<file path="src/rtl/uart_rx_cfg_if.sv">
// Receiver-side bundle: line input, pacing tick, runtime parity mode,
// and the received word with its status flags.
interface uart_rx_cfg_if #(
  parameter int DBIT = 8
);
  logic            s_tick;
  logic            rx;
  logic            par_en;
  logic            par_odd;
  logic [DBIT-1:0] rx_dout;
  logic            rx_done_tick;
  logic            parity_err;
  logic            frame_err;
  logic            break_det;

  modport master (
    input  s_tick, rx, par_en, par_odd,
    output rx_dout, rx_done_tick, parity_err, frame_err, break_det
  );

  modport slave (
    output s_tick, rx, par_en, par_odd,
    input  rx_dout, rx_done_tick, parity_err, frame_err, break_det
  );
endinterface

</file>
<file path="src/rtl/uart_rx_cfg.sv">
// Oversampling UART receiver with runtime parity, glitch-filtered start bit,
// framing/break detection and a two-flop input synchroniser.
module uart_rx_cfg #(
  parameter int DBIT    = 8,
  parameter int OVS     = 16,
  parameter int SB_TICK = 16
) (
  input  logic           clk,
  input  logic           rst_n,
  uart_rx_cfg_if.master  bus
);
  localparam int SMAX = (OVS > SB_TICK) ? OVS : SB_TICK;
  localparam int SW   = $clog2(SMAX);
  localparam int NW   = (DBIT > 1) ? $clog2(DBIT) : 1;

  localparam logic [SW-1:0] S_MID  = SW'(OVS / 2 - 1);
  localparam logic [SW-1:0] S_BIT  = SW'(OVS - 1);
  localparam logic [SW-1:0] S_STOP = SW'(SB_TICK - 1);
  localparam logic [NW-1:0] N_LAST = NW'(DBIT - 1);

  typedef enum logic [2:0] {IDLE, START, DATA, PARITY, STOP} state_t;

  state_t          state_q, state_d;
  logic            sync_q, rx_s_q;
  logic [SW-1:0]   s_q, s_d;
  logic [NW-1:0]   n_q, n_d;
  logic [DBIT-1:0] shift_q, shift_d;
  logic            p_q, p_d;
  logic            pen_q, pen_d;
  logic            podd_q, podd_d;
  logic [DBIT-1:0] dout_q, dout_d;
  logic            done_q, done_d;
  logic            perr_q, perr_d;
  logic            ferr_q, ferr_d;
  logic            brk_q, brk_d;
  logic            perr_w;

  // Mismatch between received parity bit and the mode latched at frame start.
  assign perr_w = pen_q & ((^shift_q) ^ p_q ^ podd_q);

  always_comb begin
    state_d = state_q;
    s_d     = s_q;
    n_d     = n_q;
    shift_d = shift_q;
    p_d     = p_q;
    pen_d   = pen_q;
    podd_d  = podd_q;
    dout_d  = dout_q;
    done_d  = 1'b0;
    perr_d  = perr_q;
    ferr_d  = ferr_q;
    brk_d   = brk_q;
    case (state_q)
      IDLE: begin
        if (!rx_s_q) begin
          state_d = START;
          s_d     = '0;
          pen_d   = bus.par_en;
          podd_d  = bus.par_odd;
        end
      end
      START: begin
        if (bus.s_tick) begin
          if (s_q == S_MID) begin
            // A line that is high again at mid start bit was only a glitch.
            if (!rx_s_q) begin
              state_d = DATA;
              s_d     = '0;
              n_d     = '0;
            end else begin
              state_d = IDLE;
            end
          end else begin
            s_d = s_q + SW'(1);
          end
        end
      end
      DATA: begin
        if (bus.s_tick) begin
          if (s_q == S_BIT) begin
            s_d     = '0;
            shift_d = {rx_s_q, shift_q[DBIT-1:1]};
            if (n_q == N_LAST) begin
              state_d = pen_q ? PARITY : STOP;
            end else begin
              n_d = n_q + NW'(1);
            end
          end else begin
            s_d = s_q + SW'(1);
          end
        end
      end
      PARITY: begin
        if (bus.s_tick) begin
          if (s_q == S_BIT) begin
            p_d     = rx_s_q;
            s_d     = '0;
            state_d = STOP;
          end else begin
            s_d = s_q + SW'(1);
          end
        end
      end
      STOP: begin
        if (bus.s_tick) begin
          if (s_q == S_STOP) begin
            state_d = IDLE;
            dout_d  = shift_q;
            perr_d  = perr_w;
            ferr_d  = ~rx_s_q;
            brk_d   = ~rx_s_q & (shift_q == '0) & (~pen_q | ~p_q);
            done_d  = 1'b1;
          end else begin
            s_d = s_q + SW'(1);
          end
        end
      end
      default: state_d = IDLE;
    endcase
  end

  always_ff @(posedge clk or negedge rst_n) begin
    if (!rst_n) begin
      state_q <= IDLE;
      sync_q  <= 1'b1;
      rx_s_q  <= 1'b1;
      s_q     <= '0;
      n_q     <= '0;
      shift_q <= '0;
      p_q     <= 1'b0;
      pen_q   <= 1'b0;
      podd_q  <= 1'b0;
      dout_q  <= '0;
      done_q  <= 1'b0;
      perr_q  <= 1'b0;
      ferr_q  <= 1'b0;
      brk_q   <= 1'b0;
    end else begin
      state_q <= state_d;
      sync_q  <= bus.rx;
      rx_s_q  <= sync_q;
      s_q     <= s_d;
      n_q     <= n_d;
      shift_q <= shift_d;
      p_q     <= p_d;
      pen_q   <= pen_d;
      podd_q  <= podd_d;
      dout_q  <= dout_d;
      done_q  <= done_d;
      perr_q  <= perr_d;
      ferr_q  <= ferr_d;
      brk_q   <= brk_d;
    end
  end

  assign bus.rx_dout      = dout_q;
  assign bus.rx_done_tick = done_q;
  assign bus.parity_err   = perr_q;
  assign bus.frame_err    = ferr_q;
  assign bus.break_det    = brk_q;
endmodule

</file>
<file path="src/flat_wrapper.sv">
// flat-port wrapper written by rule: the top's interface ports become plain ports
module uart_rx_cfg_flat 
#(
  parameter int DBIT    = 8,
  parameter int OVS     = 16,
  parameter int SB_TICK = 16
)
  (clk, rst_n, bus_s_tick, bus_rx, bus_par_en, bus_par_odd, bus_rx_dout, bus_rx_done_tick, bus_parity_err, bus_frame_err, bus_break_det);
  uart_rx_cfg_if #(.DBIT(DBIT)) bus_i ();
  input  logic clk;
  input  logic rst_n;
  input wire logic [$bits(bus_i.s_tick)-1:0] bus_s_tick;
  input wire logic [$bits(bus_i.rx)-1:0] bus_rx;
  input wire logic [$bits(bus_i.par_en)-1:0] bus_par_en;
  input wire logic [$bits(bus_i.par_odd)-1:0] bus_par_odd;
  output wire logic [$bits(bus_i.rx_dout)-1:0] bus_rx_dout;
  output wire logic [$bits(bus_i.rx_done_tick)-1:0] bus_rx_done_tick;
  output wire logic [$bits(bus_i.parity_err)-1:0] bus_parity_err;
  output wire logic [$bits(bus_i.frame_err)-1:0] bus_frame_err;
  output wire logic [$bits(bus_i.break_det)-1:0] bus_break_det;
  assign bus_i.s_tick = bus_s_tick;
  assign bus_i.rx = bus_rx;
  assign bus_i.par_en = bus_par_en;
  assign bus_i.par_odd = bus_par_odd;
  assign bus_rx_dout = bus_i.rx_dout;
  assign bus_rx_done_tick = bus_i.rx_done_tick;
  assign bus_parity_err = bus_i.parity_err;
  assign bus_frame_err = bus_i.frame_err;
  assign bus_break_det = bus_i.break_det;
  uart_rx_cfg #(.DBIT(DBIT), .OVS(OVS), .SB_TICK(SB_TICK)) u_core (.clk(clk), .rst_n(rst_n), .bus(bus_i));
endmodule
</file>
<file path="config.mk">
export PLATFORM = sky130hd
export DESIGN_NAME = uart_rx_cfg_flat
export DESIGN_NICKNAME = d
export VERILOG_FILES = /design/src/rtl/uart_rx_cfg_if.sv /design/src/rtl/uart_rx_cfg.sv /design/src/flat_wrapper.sv
export SDC_FILE = /design/constraint.sdc
export NUM_CORES = 1
export LEC_CHECK = 0
export BUFFER_PORTS_ARGS = -buffer_cell sky130_fd_sc_hd__buf_2
export CORE_ASPECT_RATIO = 1.4
export CORE_MARGIN = 3
export CORE_UTILIZATION = 30
export DETAILED_ROUTE_END_ITERATION = 8
export GPL_ROUTABILITY_DRIVEN = 0
export SLEW_MARGIN = 20
export SYNTH_ARGS = -nofsm -noshare
export SYNTH_HDL_FRONTEND = slang
export SYNTH_SLANG_ARGS = --single-unit
</file>
<file path="constraint.sdc">
create_clock -name clk -period 2.34 [get_ports clk]
set_input_delay 0 -clock clk [delete_from_list [all_inputs] [get_ports clk]]
set_output_delay 0 -clock clk [all_outputs]
set_load 0.1 [all_outputs]
</file>
Word-level counts from Yosys, hierarchy flattened
Cells that the tools add are included.
{"block": "totals", "register_bits": 35, "input_bits": 6, "out_inout_bits": 12, "wordCells": 90}
{"block": "classes", "n_addsub": 2, "n_eq_ne": 21, "muxes": 31, "bitwise_logic": 9, "n_reduce_logical": 13}
{"cell": "3-bit 2-to-1 mux", "count": 17}
{"cell": "4-bit 2-to-1 mux", "count": 7}
{"cell": "2-bit != test (second input constant)", "count": 8}
{"cell": "4-bit case mux with 4 select lines", "count": 1}
{"cell": "3-bit case mux with 5 select lines", "count": 1}
{"cell": "2-bit by 1-bit != test with 1-bit output (second input constant)", "count": 6}
{"cell": "10-bit AND reduction", "count": 1}
{"cell": "3-bit AND reduction", "count": 3}
{"cell": "8-bit logical NOT", "count": 1}
{"cell": "8-bit XOR reduction", "count": 1}
{"cell": "7-bit AND reduction", "count": 1}
{"cell": "3-bit by 2-bit == test with 1-bit output (second input constant)", "count": 2}
{"cell": "3-bit == test (second input constant)", "count": 2}
{"cell": "3-bit case mux with 2 select lines", "count": 1}
{"cell": "5-bit AND reduction", "count": 1}
{"cell": "4-bit by 1-bit adder with 4-bit output (second input constant)", "count": 1}
{"cell": "4-bit by 3-bit == test with 1-bit output (second input constant)", "count": 1}
{"cell": "4-bit == test (second input constant)", "count": 1}
{"cell": "4-bit nonzero test", "count": 1}
{"cell": "3-bit by 1-bit adder with 3-bit output (second input constant)", "count": 1}
{"cell": "1-bit AND", "count": 3}
{"cell": "3-bit by 1-bit == test with 1-bit output (second input constant)", "count": 1}
{"cell": "3-bit logical NOT", "count": 1}
{"cell": "1-bit 2-to-1 mux", "count": 3}
{"cell": "other kinds (7)", "count": 10}

Logic depth before layout (Yosys ltp)
{"block": "logic_depth", "ltp_word": 5, "depth_mapped": 6, "mapped_depth_nobuf": 6}

Worst setup path after synthesis
No wires, ideal clock.
{"block": "synth_path", "kind": "register to register", "startpoint": "register u_core.n_q[0]", "endpoint": "register u_core.n_q[0]", "setup_ps": 128, "arrival_time_ps": 1776, "required_time_ps": 2212, "setup_slack_ps": 436, "path_stages_with_launch": 6, "path_buffers": 0, "period_less_slack_ps": 1904, "cell_sequence": "dfrtp_1 ha_1 ha_1 or3_4 a221oi_4 mux2_1"}
{"block": "synth_between", "elab_chain_cells": 5, "word_cells_on_any_way": 8, "cone_classes": "add/sub (1); eq/ne (2); mux (4); reduce/logical (1)"}
{"item": "start, declared", "line": "uart_rx_cfg.sv:26", "text": "logic [NW-1:0] n_q, n_d;"}
{"item": "start signal, assigned", "line": "uart_rx_cfg.sv:144", "text": "n_q <= n_d;"}
{"item": "3-bit by 1-bit adder with 3-bit output", "line": "uart_rx_cfg.sv:87", "text": "n_d = n_q + NW'(1);"}
{"item": "3-bit 2-to-1 mux", "line": "uart_rx_cfg.sv:84", "text": "if (n_q == N_LAST) begin"}
{"item": "3-bit 2-to-1 mux", "line": "uart_rx_cfg.sv:81", "text": "if (s_q == S_BIT) begin"}
{"item": "3-bit 2-to-1 mux", "line": "uart_rx_cfg.sv:80", "text": "if (bus.s_tick) begin"}
{"item": "3-bit case mux with 2 select lines", "line": "uart_rx_cfg.sv:54", "text": "case (state_q)"}
Several ways; a longest one is shown, not always the timed one. The select of a mux whose other input is x is not followed.
A chain may end at the register's enable or synchronous reset.

Worst setup path after layout
{"block": "layout_path", "startpoint": "register u_core.state_q[1]", "endpoint": "register u_core.n_q[0]"}
{"block": "layout_between", "elab_chain_cells": 3, "word_cells_on_any_way": 11, "cone_classes": "eq/ne (8); mux (1); reduce/logical (2)"}
{"item": "start, declared", "line": "uart_rx_cfg.sv:23", "text": "state_t state_q, state_d;"}
{"item": "start signal, assigned", "line": "uart_rx_cfg.sv:140", "text": "state_q <= state_d;"}
{"item": "3-bit by 2-bit == test with 1-bit output / 3-bit by 1-bit == test with 1-bit output (equally long branches)", "line": "uart_rx_cfg.sv:54"}
{"item": "2-bit by 1-bit != test with 1-bit output (no source line) (tied with other cells)"}
{"item": "7-bit AND reduction (no source line)"}
Several ways; a longest one is shown, not always the timed one.

==> impl_results.md <==
* #FFs+latches synth at 35
* Setup violations, final at 0
* Width of the die at 71.11 um
* Detail Route Antenna Nets at 0
* Pwr dens at 725.4 nW/um^2
* Synth top area share at 46.38%
* Post-Synth Simple-Gate Area at 17.50%
* Critical Path End Type: flop
* Most frequent cells in the layout: dfrtp_1, nand2_1, buf_2
* I/O pin cnt at 18
* Avg Cell Area, Syn at 9.837 um^2
* Wirelength, routed at 3.403 mm
* Final core utilization at 36.59%
* Clock tree buffer depth at 2
* Inserted Clock Buffers at 5
* Largest net degree at the start of global routing at 36
* Ant diodes at 0
* Starting Density at 31.54%
* Critical path class: reg2reg
* Maximum vdd drop at 199.8 uV
* Post-synth cell types at 41
* Clock root cell: clkbuf_8
* Largest cells by area after synthesis: dfrtp_1, nand2_1, ha_1
* Final Hold Viols at 0
* Vias at 1306
* Clk slew on worst S/H paths at 70 ps
* Setup_tns at 0 ps
* Worst Tran Pin Value at 771.9 ps
* Net count, final at 215
* Share of cells above drive strength 1 at 19.70%
* Port bufs at 17
* Status: complete, no violations
* Leak at 0.9910 nW
* Global-route wire length before repair at 6.085 mm
* Std-Cell Rows at 32
* DIE AREA at 6909 um^2
* Tmin final at 2041 ps
* Initial antenna violation count at 0
* Crit path DAT at 2210 ps
* Adder-cell share of the synthesized area at 4.919%
* Final period util at 87.22%
* Clock latency on the worst-skew pair at 280 ps
* DR iter-0 viols at 54
* Via/cell ratio at 4.819
* Compound-cell area share of the yosys netlist at 13.98%
* Sequential fraction of the synthesis area at 49.33%
* Post-Synthesis Cell Area at 1780 um^2
* Total power at 1.498 mW
* Fmax achieved at 490.0 MHz
* Synth Area in XOR/XNOR at 3.443%
* CP required at 2500 ps
* Commonest non-fill, non-tap cell in the layout: dfrtp_1
* Yosys warning count at 0
* Core area at 5645 um^2
* Reg2reg path depth at 4
* Cells after synthesis at 181
* Clk sinks at 35
* Clk_skew at 4.508 ps
* Type of the worst min-delay path: in2reg
* Syn Nets at 194
* DR pass1 iterations at 4
* Max-Cap Viols at 0
* RSZ-0062 raised after global routing: false
* Avg WL per Cell at 12.56 um
* Overflow after GRT at 0
* Synth-to-Final Area Change at 16.02%
* Final Max Slew Viols at 0
* Filler cell count at 553
* Mux contribution to synthesized area at 5.481%
* CTS tree: done
* Vias in the first global route at 1368
* GRT Total Usage at 11.00%
* Largest family of logic cells by synthesized area: simple AND/OR/NAND/NOR gates
* Post-DP HPWL at 2.485 mm
* Hold path depth at 4
* Post-route DRC violation count at 0
* Synth area leader: dfrtp_1
* Critical path peak fanout at 14
* Max H-tree Level at 2
* Slew HR at 48.54%
* Die Ht at 97.16 um
* CP startpoint kind: flop
* Post_cts resized at 0
-- per-layer routing --
layer | global-route usage, % | vias up | part of all wire (%)
met2 | 18.73 | 23 | 51
met5 | 0 | - | 0
met3 | 3.002 | 6 | 3.2
li1 | - | 669 | -
met4 | 6.368 | 0 | 2.6
met1 | 11.97 | 608 | 43
-- critical path, cell delays in order (launching register included) --
cell	delay, ps
dfrtp_1	590
nand2b_1	270
or3_4	400
a221oi_4	320
mux2_1	350
-- repair_timing --
action / in CTS / in global routing
setup buffers: 0 / 0
hold buffers: 4 / 0
hold endpoints to repair: 36 / 0
setup endpoints to repair: 0 / 0
-- where the power goes --
group / internal (mW) / total (mW) / switching [mW]
Combinational: 0.143 / 0.283 / 0.139
Clock: 0.237 / 0.447 / 0.209
Sequential: 0.677 / 0.769 / 0.0916
-- sequential cells by signal, indices dropped and copies added (netlist names) --
register                 flops
u_core.bus.parity_err        1
u_core.bus.rx_dout           8
u_core.state_q               3
u_core.n_q                   3
u_core.bus.rx_done_tick      1
u_core.shift_q               8
u_core.s_q                   4
u_core.rx_s_q                1
u_core.podd_q                1
u_core.pen_q                 1
u_core.bus.break_det         1
u_core.sync_q                1
u_core.p_q                   1
u_core.bus.frame_err         1
-- Yosys cell counts --
| library cell | count |
|---|---|
| o21ba_2 | 1 |
| nand3_1 | 3 |
| nor2_1 | 10 |
| inv_1 | 13 |
| nor4bb_1 | 1 |
| ha_1 | 7 |
| nor3b_1 | 1 |
| nor3_1 | 4 |
| dfstp_2 | 2 |
| a21oi_1 | 1 |
| and4_1 | 2 |
| nand4_1 | 1 |
| a22o_1 | 2 |
| o311a_1 | 1 |
| o21ai_1 | 11 |
| nor3_2 | 1 |
| or3_4 | 1 |
| mux2_2 | 5 |
| o22a_1 | 1 |
| a211o_1 | 2 |
| mux2_1 | 1 |
| o41ai_1 | 1 |
| xnor2_1 | 7 |
| nor2b_1 | 1 |
| nand3b_1 | 2 |
| nand2b_1 | 2 |
| a221oi_4 | 1 |
| a31oi_1 | 2 |
| clkbuf_1 | 6 |
| buf_2 | 4 |
| and3_1 | 3 |
| dfrtp_1 | 33 |
| o21ai_0 | 11 |
| and4bb_2 | 1 |
| o31ai_1 | 1 |
| o22ai_1 | 1 |
| nor4_1 | 1 |
| buf_1 | 1 |
| mux2i_1 | 3 |
| nand2_1 | 28 |
| a32oi_1 | 1 |
-- cell families after synthesis --
logic type / count (synthesis)
adder cells (fa/ha/maj): 7
multiplexers: 9
AO/OA/AOI/OAI: 37
buffers and inverters: 24
flip-flops: 35
XOR/XNOR: 7
AND/OR/NAND/NOR: 62
-- through the flow --
| step | setup WS (ps) | hold slack (ps) | cell area (um^2) | cells |
|---|---|---|---|---|
| floorplan | 436.5 | -295.6 | 1780 | 181 |
| global placement | 363.2 | 106.4 | 1934 | 259 |
| detailed placement | 315.1 | 113.0 | 1934 | 259 |
| CTS | 324.2 | 259.8 | 2066 | 271 |
| global route | 212.4 | 298.5 | 2066 | 271 |
| finish | 299.0 | 274.8 | 2066 | 271 |
-- layout make-up --
class	count	area [um^2]	area share [%]
inverter	13	48.80	2.362
sequential	35	878.3	42.52
clock buffer	7	86.33	4.179
timing repair buffer	25	155.1	7.511
multi-input combinational	122	807.0	39.07
clock inverter	1	5.005	0.2423
tap	68	85.08	4.119
-- worst paths after layout --
path	startpoint	endpoint	slack, ps
min in group asynchronous	rst_n	u_core.bus.rx_dout[3]$_DFFE_PN0P_	340
worst max register to register	u_core.state_q[1]$_DFFE_PN0P_	u_core.n_q[0]$_DFFE_PN0P_	300
worst min register to register	u_core.sync_q$_DFF_PN1_	u_core.rx_s_q$_DFF_PN1_	360
max in group asynchronous	rst_n	u_core.bus.rx_dout[7]$_DFFE_PN0P_	1520
worst min-delay path	bus_s_tick	u_core.state_q[1]$_DFFE_PN0P_	270
worst max-delay path	u_core.state_q[1]$_DFFE_PN0P_	u_core.n_q[0]$_DFFE_PN0P_	300
Note: power is estimated with default switching activity, not from simulation.
